<file path="src/rtl/ps2_mouse_stream_ctrl.sv">
// ps2_mouse_stream_ctrl
// Aligns and validates 3-byte PS/2 stream-mode packets, publishes deltas,
// buttons and a saturated screen cursor, and asks for re-initialization
// after ERR_LIMIT consecutive framing/parity/timeout errors.
module ps2_mouse_stream_ctrl #(
  parameter int TIMEOUT_CYCLES = 54000,
  parameter int ERR_LIMIT      = 3,
  parameter int X_MAX          = 639,
  parameter int Y_MAX          = 479
) (
  input  logic       clk,
  input  logic       rst,
  input  logic [7:0] rx_data,
  input  logic       rx_ready,
  input  logic       rx_error,
  input  logic       init_done,
  output logic       reinit_req,
  output logic [8:0] mouse_dx,
  output logic [8:0] mouse_dy,
  output logic [2:0] buttons,
  output logic       packet_ready,
  output logic [9:0] cursor_x,
  output logic [9:0] cursor_y,
  output logic       sync_error,
  output logic [2:0] state_dbg
);

  typedef enum logic [2:0] {
    WAIT_INIT = 3'd0,
    BYTE0     = 3'd1,
    BYTE1     = 3'd2,
    BYTE2     = 3'd3,
    REINIT    = 3'd4
  } state_e;

  localparam int IDLE_W = $clog2(TIMEOUT_CYCLES + 1);
  localparam int ERR_W  = (ERR_LIMIT > 1) ? $clog2(ERR_LIMIT + 1) : 1;
  localparam logic [IDLE_W-1:0] IDLE_LIMIT = IDLE_W'(TIMEOUT_CYCLES);
  localparam logic [ERR_W-1:0]  ERR_LAST   = ERR_W'(ERR_LIMIT - 1);
  localparam logic [11:0]       X_MAX_12   = 12'(X_MAX);
  localparam logic [11:0]       Y_MAX_12   = 12'(Y_MAX);
  localparam logic [9:0]        X_RST      = 10'(X_MAX / 2);
  localparam logic [9:0]        Y_RST      = 10'(Y_MAX / 2);

  state_e              state_q, state_d;
  logic [2:0]          btn_lat_q, btn_lat_d;
  logic                xsign_q, xsign_d, ysign_q, ysign_d, ovf_q, ovf_d;
  logic [7:0]          xbyte_q, xbyte_d;
  logic [ERR_W-1:0]    err_cnt_q, err_cnt_d;
  logic [IDLE_W-1:0]   idle_q, idle_d;
  logic                reinit_req_q, reinit_req_d;
  logic [8:0]          dx_q, dx_d, dy_q, dy_d;
  logic [2:0]          buttons_q, buttons_d;
  logic                pkt_q, pkt_d, sync_err_q, sync_err_d;
  logic [9:0]          cx_q, cx_d, cy_q, cy_d;

  // Candidate deltas and cursor positions for a packet completing this cycle.
  logic [8:0]  dx_new, dy_new;
  logic signed [11:0] sum_x, sum_y;
  logic [9:0]  sat_x, sat_y;

  assign dx_new = {xsign_q, xbyte_q};
  assign dy_new = {ysign_q, rx_data};
  assign sum_x  = $signed({2'b00, cx_q}) + $signed({{3{dx_new[8]}}, dx_new});
  assign sum_y  = $signed({2'b00, cy_q}) - $signed({{3{dy_new[8]}}, dy_new});
  assign sat_x  = sum_x[11] ? 10'd0 : ((12'(sum_x) > X_MAX_12) ? X_MAX_12[9:0] : sum_x[9:0]);
  assign sat_y  = sum_y[11] ? 10'd0 : ((12'(sum_y) > Y_MAX_12) ? Y_MAX_12[9:0] : sum_y[9:0]);

  // Next-state and next-output computation for the packet sequencer.
  always_comb begin
    logic err_evt;
    // NOTE: every target gets a default first so no path leaves it unassigned (no latch).
    state_d      = state_q;
    btn_lat_d    = btn_lat_q;
    xsign_d      = xsign_q;
    ysign_d      = ysign_q;
    ovf_d        = ovf_q;
    xbyte_d      = xbyte_q;
    err_cnt_d    = err_cnt_q;
    idle_d       = '0;
    dx_d         = dx_q;
    dy_d         = dy_q;
    buttons_d    = buttons_q;
    cx_d         = cx_q;
    cy_d         = cy_q;
    pkt_d        = 1'b0;
    sync_err_d   = 1'b0;
    err_evt      = 1'b0;

    if (!init_done && (state_q == BYTE0 || state_q == BYTE1 || state_q == BYTE2)) begin
      // Mouse lost stream mode: drop everything, not counted as an error.
      state_d = WAIT_INIT;
    end else begin
      unique case (state_q)
        WAIT_INIT: if (init_done) state_d = BYTE0;
        BYTE0: begin
          if (rx_error) err_evt = 1'b1;
          else if (rx_ready) begin
            if (rx_data[3]) begin
              btn_lat_d = rx_data[2:0];
              xsign_d   = rx_data[4];
              ysign_d   = rx_data[5];
              ovf_d     = rx_data[6] | rx_data[7];
              state_d   = BYTE1;
            end else begin
              err_evt = 1'b1;
            end
          end
        end
        BYTE1: begin
          idle_d = idle_q + 1'b1;
          if (rx_error) err_evt = 1'b1;
          else if (rx_ready) begin
            xbyte_d = rx_data;
            idle_d  = '0;
            state_d = BYTE2;
          end else if (idle_q == IDLE_LIMIT) err_evt = 1'b1;
        end
        BYTE2: begin
          idle_d = idle_q + 1'b1;
          if (rx_error) err_evt = 1'b1;
          else if (rx_ready) begin
            idle_d    = '0;
            state_d   = BYTE0;
            pkt_d     = 1'b1;
            err_cnt_d = '0;
            buttons_d = btn_lat_q;
            if (ovf_q) begin
              dx_d = '0;
              dy_d = '0;
            end else begin
              dx_d = dx_new;
              dy_d = dy_new;
              cx_d = sat_x;
              cy_d = sat_y;
            end
          end else if (idle_q == IDLE_LIMIT) err_evt = 1'b1;
        end
        REINIT:  if (!init_done) state_d = WAIT_INIT;
        default: state_d = WAIT_INIT;
      endcase

      if (err_evt) begin
        sync_err_d = 1'b1;
        idle_d     = '0;
        if (err_cnt_q >= ERR_LAST) begin
          err_cnt_d = '0;
          state_d   = REINIT;
        end else begin
          err_cnt_d = err_cnt_q + 1'b1;
          state_d   = BYTE0;
        end
      end
    end

    reinit_req_d = (state_d == REINIT);
  end

  // Single register stage for state, packet assembly and all outputs.
  always_ff @(posedge clk) begin
    if (rst) begin
      state_q      <= WAIT_INIT;
      btn_lat_q    <= '0;
      xsign_q      <= 1'b0;
      ysign_q      <= 1'b0;
      ovf_q        <= 1'b0;
      xbyte_q      <= '0;
      err_cnt_q    <= '0;
      idle_q       <= '0;
      reinit_req_q <= 1'b0;
      dx_q         <= '0;
      dy_q         <= '0;
      buttons_q    <= '0;
      pkt_q        <= 1'b0;
      sync_err_q   <= 1'b0;
      cx_q         <= X_RST;
      cy_q         <= Y_RST;
    end else begin
      state_q      <= state_d;
      btn_lat_q    <= btn_lat_d;
      xsign_q      <= xsign_d;
      ysign_q      <= ysign_d;
      ovf_q        <= ovf_d;
      xbyte_q      <= xbyte_d;
      err_cnt_q    <= err_cnt_d;
      idle_q       <= idle_d;
      reinit_req_q <= reinit_req_d;
      dx_q         <= dx_d;
      dy_q         <= dy_d;
      buttons_q    <= buttons_d;
      pkt_q        <= pkt_d;
      sync_err_q   <= sync_err_d;
      cx_q         <= cx_d;
      cy_q         <= cy_d;
    end
  end

  assign reinit_req   = reinit_req_q;
  assign mouse_dx     = dx_q;
  assign mouse_dy     = dy_q;
  assign buttons      = buttons_q;
  assign packet_ready = pkt_q;
  assign cursor_x     = cx_q;
  assign cursor_y     = cy_q;
  assign sync_error   = sync_err_q;
  assign state_dbg    = state_q;

endmodule
</file>
<file path="config.mk">
export PLATFORM = sky130hd
export DESIGN_NAME = ps2_mouse_stream_ctrl
export DESIGN_NICKNAME = d
export VERILOG_FILES = /design/src/rtl/ps2_mouse_stream_ctrl.sv
export SDC_FILE = /design/constraint.sdc
export NUM_CORES = 1
export LEC_CHECK = 0
export CORE_MARGIN = 5
export CORE_UTILIZATION = 28
export CTS_BUF_LIST = sky130_fd_sc_hd__clkbuf_8
export CTS_CLUSTER_SIZE = 14
export DETAILED_ROUTE_END_ITERATION = 8
export GPL_ROUTABILITY_DRIVEN = 1
export GPL_TIMING_DRIVEN = 1
export SYNTH_ARGS = -nofsm -noshare
export SYNTH_HDL_FRONTEND = slang
export SYNTH_SLANG_ARGS = --single-unit
export TNS_END_PERCENT = 100
</file>
<file path="constraint.sdc">
create_clock -name clk -period 8.6 [get_ports clk]
set_input_delay 1.29 -clock clk [delete_from_list [all_inputs] [get_ports clk]]
set_output_delay 1.29 -clock clk [all_outputs]
set_load 0.1 [all_outputs]
</file>
==> summary.md, run 1 <==
| Metric | Value |
|---|---|
| Pwr Total | `779 µW` |
| WP data required | `8.85 ns` |
| Final #Nets | `600` |
| Commonest non-fill, non-tap cell in the layout | `nor2_1` |
| Grt met3 use | `0.0289` |
| DRC | `0` |
| Chip Height | `134 µm` |
| Antenna violations before repair | `0` |
| Fmax | `244 MHz` |
| Core Rows | `45` |
| Status | `finished, final reports clean` |
| Fin cells | `753` |
| GR peak layer | `met2` |
| Routing usage on met2 | `0.204` |
| Synthesized Nets | `550` |
| FF+latch count, synth | `79` |
| Setup slack, reg-to-reg | `5.53 ns` |
| Post-Synthesis Cells | `511` |
| Vias in the first global route | `3759` |
| Synth Area per Inst | `8.45 µm²` |
| Post-synth cell types | `67` |
| Final Hold Slack | `0.468 ns` |
| Wire per inst | `15.4 µm` |
| Post-route cell area | `5270 µm²` |
| Clock latency on the worst-skew pair | `0.36 ns` |
| Max Clock Skew | `0.0103 ns` |
| TritonCTS sink count | `79` |
| Max-cap violations | `0` |
| Final ANT Viol Nets | `0` |
| CTS tree | `yes` |
| Die width | `134 µm` |
| Placed cell areas | `5030 µm²` |
| R2R depth | `10` |
| RSZ-0062 raised after global routing | `no` |
| Initial core utilization | `0.285` |
| Ports | `60` |
| WS Path Type | `input pin to register` |
| Most used cells in the layout excluding fill and tap cells | `nor2_1 (87), dfxtp_1 (79), clkdlybuf4s50_1 (58), a21oi_1 (50), inv_1 (29)` |
| Die area | `18000 µm²` |
| Critical Path End | `cursor_y[5]` |
| Async set-reset flop share out of synthesis | `0` |
| Number of CTS-inserted buffers | `9` |
| Clock transition at the registers of the reported paths | `0.08 ns` |
| Total gr overflow | `0` |
| Fin Setup TNS | `0 ns` |
| # fillers | `1528` |
| Diode count | `0` |
| Synthesized cell area | `4320 µm²` |
| Most used DFF post-synth | `dfxtp_1` |
| VDD IR-drop max | `82.0 µV` |
| Largest net degree at the start of global routing | `57` |
| HPWL Detailed | `8470 µm` |
| GR Util met1 | `0.163` |
| Worst Setup SP | `rx_data[0]` |
| Crit-path max FO | `6` |
| Mean number of vias per cell | `5.16` |
| Worst hold-check path type | `register to register` |
| Yosys warning total | `0` |
| Final hold violations | `0` |
| Fin util | `0.348` |
| DR vias | `3888` |
| Worst setup SP type | `input pin` |
| Final wirelength | `11600 µm` |
| Final WS setup | `4.51 ns` |
| Leakage | `2.00 nW` |
| Htree depth | `3` |
| Cell area power density | `148 nW/µm²` |
| 1st-iter DRT viols | `231` |
| IO Port Bufs | `59` |
| RR Endpoint | `cursor_x[6]` |
| # resized after CTS | `0` |
| Share of cells above drive strength 1 | `0.0673` |
| Period utilization | `0.476` |
| Gp weighted congestion | `0.878` |
| Placed Cells | `738` |
| Number of flops mapped to enable cells by yosys | `0` |
| Max Root-Sink Buffers | `2` |
| # Post-CTS Setup Buffers | `0` |
| Slew Viols, Final | `0` |
| Worst slew margin | `0.308` |
| Critical R2R Launch | `xbyte_q[0]` |
| Drt first pass iters | `4` |
| Worst Max-Slew Pin Slew | `1.04 ns` |
| Final setup fails | `0` |
| Gr usage total | `0.128` |
| Minimum clock period | `4.09 ns` |
| Critical Path AT | `4.34 ns` |
| Core Box Area | `15100 µm²` |
| Post-CTS Hold Buffers | `0` |
| Post-synthesis sequential area ratio | `0.366` |
| Area Growth Syn to Fin | `22.1%` |
| Crit. End Element | `register` |
| First-pass GRT wire length | `18800 µm` |
| Clock root buffer master | `clkbuf_8` |
| DP Worst Slack | `4.13 ns` |
[Yosys cell counts, drive strengths merged (4+ instances only)]
cell type   n  share of area
a21o       10          0.018
o21ai      18          0.021
nor2b       4         0.0058
nor3       15          0.020
nor4        5         0.0072
dfxtp      79           0.37
o21a        5         0.0087
nor3b       9          0.016
a211oi      8          0.015
clkbuf     14          0.019
and3        7          0.011
nand4       7          0.010
mux2i      10          0.023
xor2       12          0.024
ha         24          0.070
a21oi      51          0.060
buf         8          0.010
nand3      10          0.013
inv        28          0.024
nand2      19          0.017
xnor2      16          0.032
a31oi       4         0.0058
a221oi      7          0.016
nor2       87          0.076
[power by group]
group / leakage [nW] / internal, mW / total, mW / switching [mW]
sequential: 0.637 / 0.367 / 0.370 / 0.00312
combinational: 1.23 / 0.0231 / 0.0656 / 0.0425
clock: 0.127 / 0.206 / 0.343 / 0.137
total: 2.00 / 0.597 / 0.779 / 0.182
[registers in the layout (all words and copies together), names as in the netlist]
signal        cells
ysign_q           1
xbyte_q           8
mouse_dy          9
mouse_dx          9
packet_ready      1
cursor_y         10
xsign_q           1
buttons           3
btn_lat_q         3
cursor_x         10
sync_error        1
ovf_q             1
err_cnt_q         2
state_dbg         3
reinit_req        1
idle_q           16
[layer usage]
layer,vias to the layer above,share of wire
met1,1849,0.47
met5,-,0
li1,1924,-
met2,92,0.46
met4,0,0.033
met3,23,0.043
[worst min path at each step]
stage / start / to / slack [ns] / depth (start not counted)
finish: mouse_dy[8] / mouse_dy[8] / 0.47 / 2
global route: mouse_dy[8] / mouse_dy[8] / 0.50 / 2
CTS: mouse_dy[8] / mouse_dy[8] / 0.47 / 2
detailed placement: mouse_dy[8] / mouse_dy[8] / 0.46 / 2
global placement: mouse_dy[8] / mouse_dy[8] / 0.45 / 2
floorplan: idle_q[0] / idle_q[0] / 0.44 / 1
[layout make-up]
| cell class | count | area [µm²] | area share |
|---|---|---|---|
| multi-input cells | 382 | 2500 | 0.475 |
| flip-flops and latches | 79 | 1580 | 0.300 |
| repair buffers | 61 | 601 | 0.114 |
| well taps | 188 | 235 | 0.0446 |
| clock buffers | 11 | 151 | 0.0287 |
| inverters | 28 | 105 | 0.0199 |
| clock inverters | 4 | 93.8 | 0.0178 |
[cells by family (layout without fill, tap and decap cells)]
family | Yosys count | after routing | synth area share
AND/OR/NAND/NOR | 184 | 184 | 0.212
AO/OA/AOI/OAI | 131 | 131 | 0.201
flip-flops | 79 | 79 | 0.366
buffers and inverters | 50 | 104 | 0.0536
XOR/XNOR | 28 | 28 | 0.0568
adder cells (fa/ha/maj) | 26 | 26 | 0.0788
multiplexers | 13 | 13 | 0.0310
[critical path, cell delays in order]
cell,delay [ns]
clkdlybuf4s50_1,0.52
ha_1,0.18
inv_1,0.05
fa_1,0.42
a211oi_1,0.33
nor2_1,0.13
a211oi_2,0.25
xor2_1,0.11
or4_4,0.58
nor3b_1,0.16
a221o_1,0.31
No activity file was read; power rests on OpenSTA's default activity.
==> run 2, diff against run 1 <==
==> constraint.sdc (replaced) <==
create_clock -name clk -period 3.58 [get_ports clk]
set_input_delay 0.537 -clock clk [delete_from_list [all_inputs] [get_ports clk]]
set_output_delay 0.537 -clock clk [all_outputs]
set_load 0.1 [all_outputs]
==> summary.md, run 2 (same netlist as run 1, synthesis figures left out) <==
| Metric | Value |
|---|---|
| DR vias | `3848 (was 3888)` |
| # Post-CTS Setup Buffers | `0 (unchanged)` |
| Final hold violations | `0 (unchanged)` |
| Leakage | `2.00 nW (about the same)` |
| DP Worst Slack | `0.00272 ns (was 4.13 ns)` |
| Fin Setup TNS | `0 ns (unchanged)` |
| # resized after CTS | `0 (unchanged)` |
| Final setup fails | `0 (unchanged)` |
| Clock root buffer master | `clkbuf_8 (unchanged)` |
| Gp weighted congestion | `0.891 (was 0.878)` |
| Clock transition at the registers of the reported paths | `0.08 ns (about the same)` |
| Fin util | `0.349 (was 0.348)` |
| Final WS setup | `0.340 ns (was 4.51 ns)` |
| Slew Viols, Final | `0 (unchanged)` |
| Placed Cells | `748 (was 738)` |
| Crit. End Element | `register (unchanged)` |
| Max Root-Sink Buffers | `2 (unchanged)` |
| Htree depth | `3 (unchanged)` |
| Max-cap violations | `0 (unchanged)` |
| CTS tree | `yes (unchanged)` |
| Total gr overflow | `0 (unchanged)` |
| Share of cells above drive strength 1 | `0.0852 (was 0.0673)` |
| Core Rows | `45 (unchanged)` |
| Final wirelength | `11200 µm (was 11600 µm)` |
| 1st-iter DRT viols | `178 (was 231)` |
| Post-CTS Hold Buffers | `0 (unchanged)` |
| Pwr Total | `1.70 mW (was 779 µW)` |
| Largest net degree at the start of global routing | `56 (was 57)` |
| Initial core utilization | `0.285 (unchanged)` |
| Crit-path max FO | `3 (was 6)` |
| Cell area power density | `322 nW/µm² (was 148 nW/µm²)` |
| Number of CTS-inserted buffers | `9 (unchanged)` |
| Antenna violations before repair | `0 (unchanged)` |
| Critical R2R Launch | `cursor_y[0] (was xbyte_q[0])` |
| Ports | `60 (unchanged)` |
| DRC | `0 (unchanged)` |
| # fillers | `1570 (was 1528)` |
| Fin cells | `763 (was 753)` |
| WP data required | `3.83 ns (was 8.85 ns)` |
| Area of the multi-input gates | `2500 µm² (unchanged)` |
| Vias in the first global route | `3655 (was 3759)` |
| Period utilization | `0.905` |
| Mean number of vias per cell | `5.04 (was 5.16)` |
| WS Path Type | `input pin to register (unchanged)` |
| Commonest non-fill, non-tap cell in the layout | `nor2_1 (unchanged)` |
| Worst Max-Slew Pin Slew | `1.02 ns (was 1.04 ns)` |
| Final #Nets | `610 (was 600)` |
| TritonCTS sink count | `79 (unchanged)` |
| VDD IR-drop max | `182 µV (was 82.0 µV)` |
| Minimum clock period | `3.24 ns` |
| Final ANT Viol Nets | `0 (unchanged)` |
| Fmax | `309 MHz` |
| Max reg flops | `16 (unchanged)` |
| Worst setup SP type | `input pin (unchanged)` |
| Largest Register | `idle_q (unchanged)` |
| Die area | `18000 µm² (unchanged)` |
| IO Port Bufs | `59 (unchanged)` |
| Clock latency on the worst-skew pair | `0.36 ns (about the same)` |
| Register area | `1580 µm² (unchanged)` |
| Diode count | `0 (unchanged)` |
| Chip Height | `134 µm (unchanged)` |
| First-pass GRT wire length | `18200 µm (was 18800 µm)` |
| Die width | `134 µm (unchanged)` |
| Status | `finished, final reports clean (unchanged)` |
| Worst hold-check path type | `register to register (unchanged)` |
| Most used cells in the layout excluding fill and tap cells | `nor2_1 (87), dfxtp_1 (79), clkdlybuf4s50_1 (58), a21oi_1 (50), inv_1 (28) (was nor2_1 (87), dfxtp_1 (79), clkdlybuf4s50_1 (58), a21oi_1 (50), inv_1 (29))` |
| Gr usage total | `0.125 (was 0.128)` |
| Drt first pass iters | `7 (was 4)` |
| Core Box Area | `15100 µm² (unchanged)` |
| Worst slew margin | `0.316 (was 0.308)` |
| Worst hold start | `mouse_dy[8] (unchanged)` |
| Worst Setup SP | `rx_data[0] (unchanged)` |
| Area Growth Syn to Fin | `22.5% (was 22.1%)` |
| HPWL Detailed | `8470 µm (about the same)` |
| Critical Path AT | `3.49 ns (was 4.34 ns)` |
| Wire per inst | `14.7 µm (was 15.4 µm)` |
| Max Clock Skew | `0.0115 ns (was 0.0103 ns)` |
| RSZ-0062 raised after global routing | `no (unchanged)` |
-- run 2: worst paths after layout --
| check | end | slack [ns] | depth (start not counted) |
|---|---|---|---|
| max | cursor_y[5] | 0.34 | 11 |
| min | mouse_dy[8] | 0.47 | 2 |
| max reg2reg | cursor_y[5] | 0.64 | 11 |
| min reg2reg | mouse_dy[8] | 0.47 | 2 |
-- run 2: area by class of cell --
type / instances / area share
multi-input cells: 382 / 0.474
flip-flops and latches: 79 / 0.299
inverters: 28 / 0.0199
well taps: 188 / 0.0445
clock buffers: 9 / 0.0234
clock inverters: 6 / 0.0118
repair buffers: 71 / 0.128
-- run 2: stage by stage --
stage	hold WS, ns	instance area (µm²)
global route	0.491	5290
floorplan	0.442	4320
global placement	0.447	5100
finish	0.469	5290
detailed placement	0.460	5100
CTS	0.472	5290
-- run 2: layer usage --
metal / track usage / routed length [µm] / vias up
li1: - / - / 1958
met1: 0.161 / 5290 / 1796
met2: 0.201 / 5190 / 78
met3: 0.0278 / 461 / 16
met4: 0.0537 / 252 / 0
met5: 0 / 0 / -
-- run 2: report_power, final --
group          switching (mW)  total (mW)  internal [mW]  leakage (nW)
Sequential            0.00735       0.890          0.882         0.637
Combinational           0.101       0.160         0.0597          1.28
Clock                   0.339       0.654          0.316        0.0871
Total                   0.447        1.70           1.26          2.00
-- run 2: worst max-delay path: stages --
cell	delay, ns
clkdlybuf4s50_1	0.48
ha_1	0.16
inv_1	0.05
fa_1	0.38
a211oi_1	0.35
nor2_1	0.13
a211oi_2	0.26
xor2_1	0.11
or4_4	0.56
nor3b_1	0.15
a221o_1	0.31
==> run 3, diff against run 2 <==
--- a/config.mk
+++ b/config.mk
@@ -12,6 +12,7 @@
 export DETAILED_ROUTE_END_ITERATION = 8
 export GPL_ROUTABILITY_DRIVEN = 1
 export GPL_TIMING_DRIVEN = 1
+export HOLD_SLACK_MARGIN = 0.08
 export SYNTH_ARGS = -nofsm -noshare
 export SYNTH_HDL_FRONTEND = slang
 export SYNTH_SLANG_ARGS = --single-unit
==> results of run 3 <==
The final DEF is identical to that of run 2; final timing and power are the same.
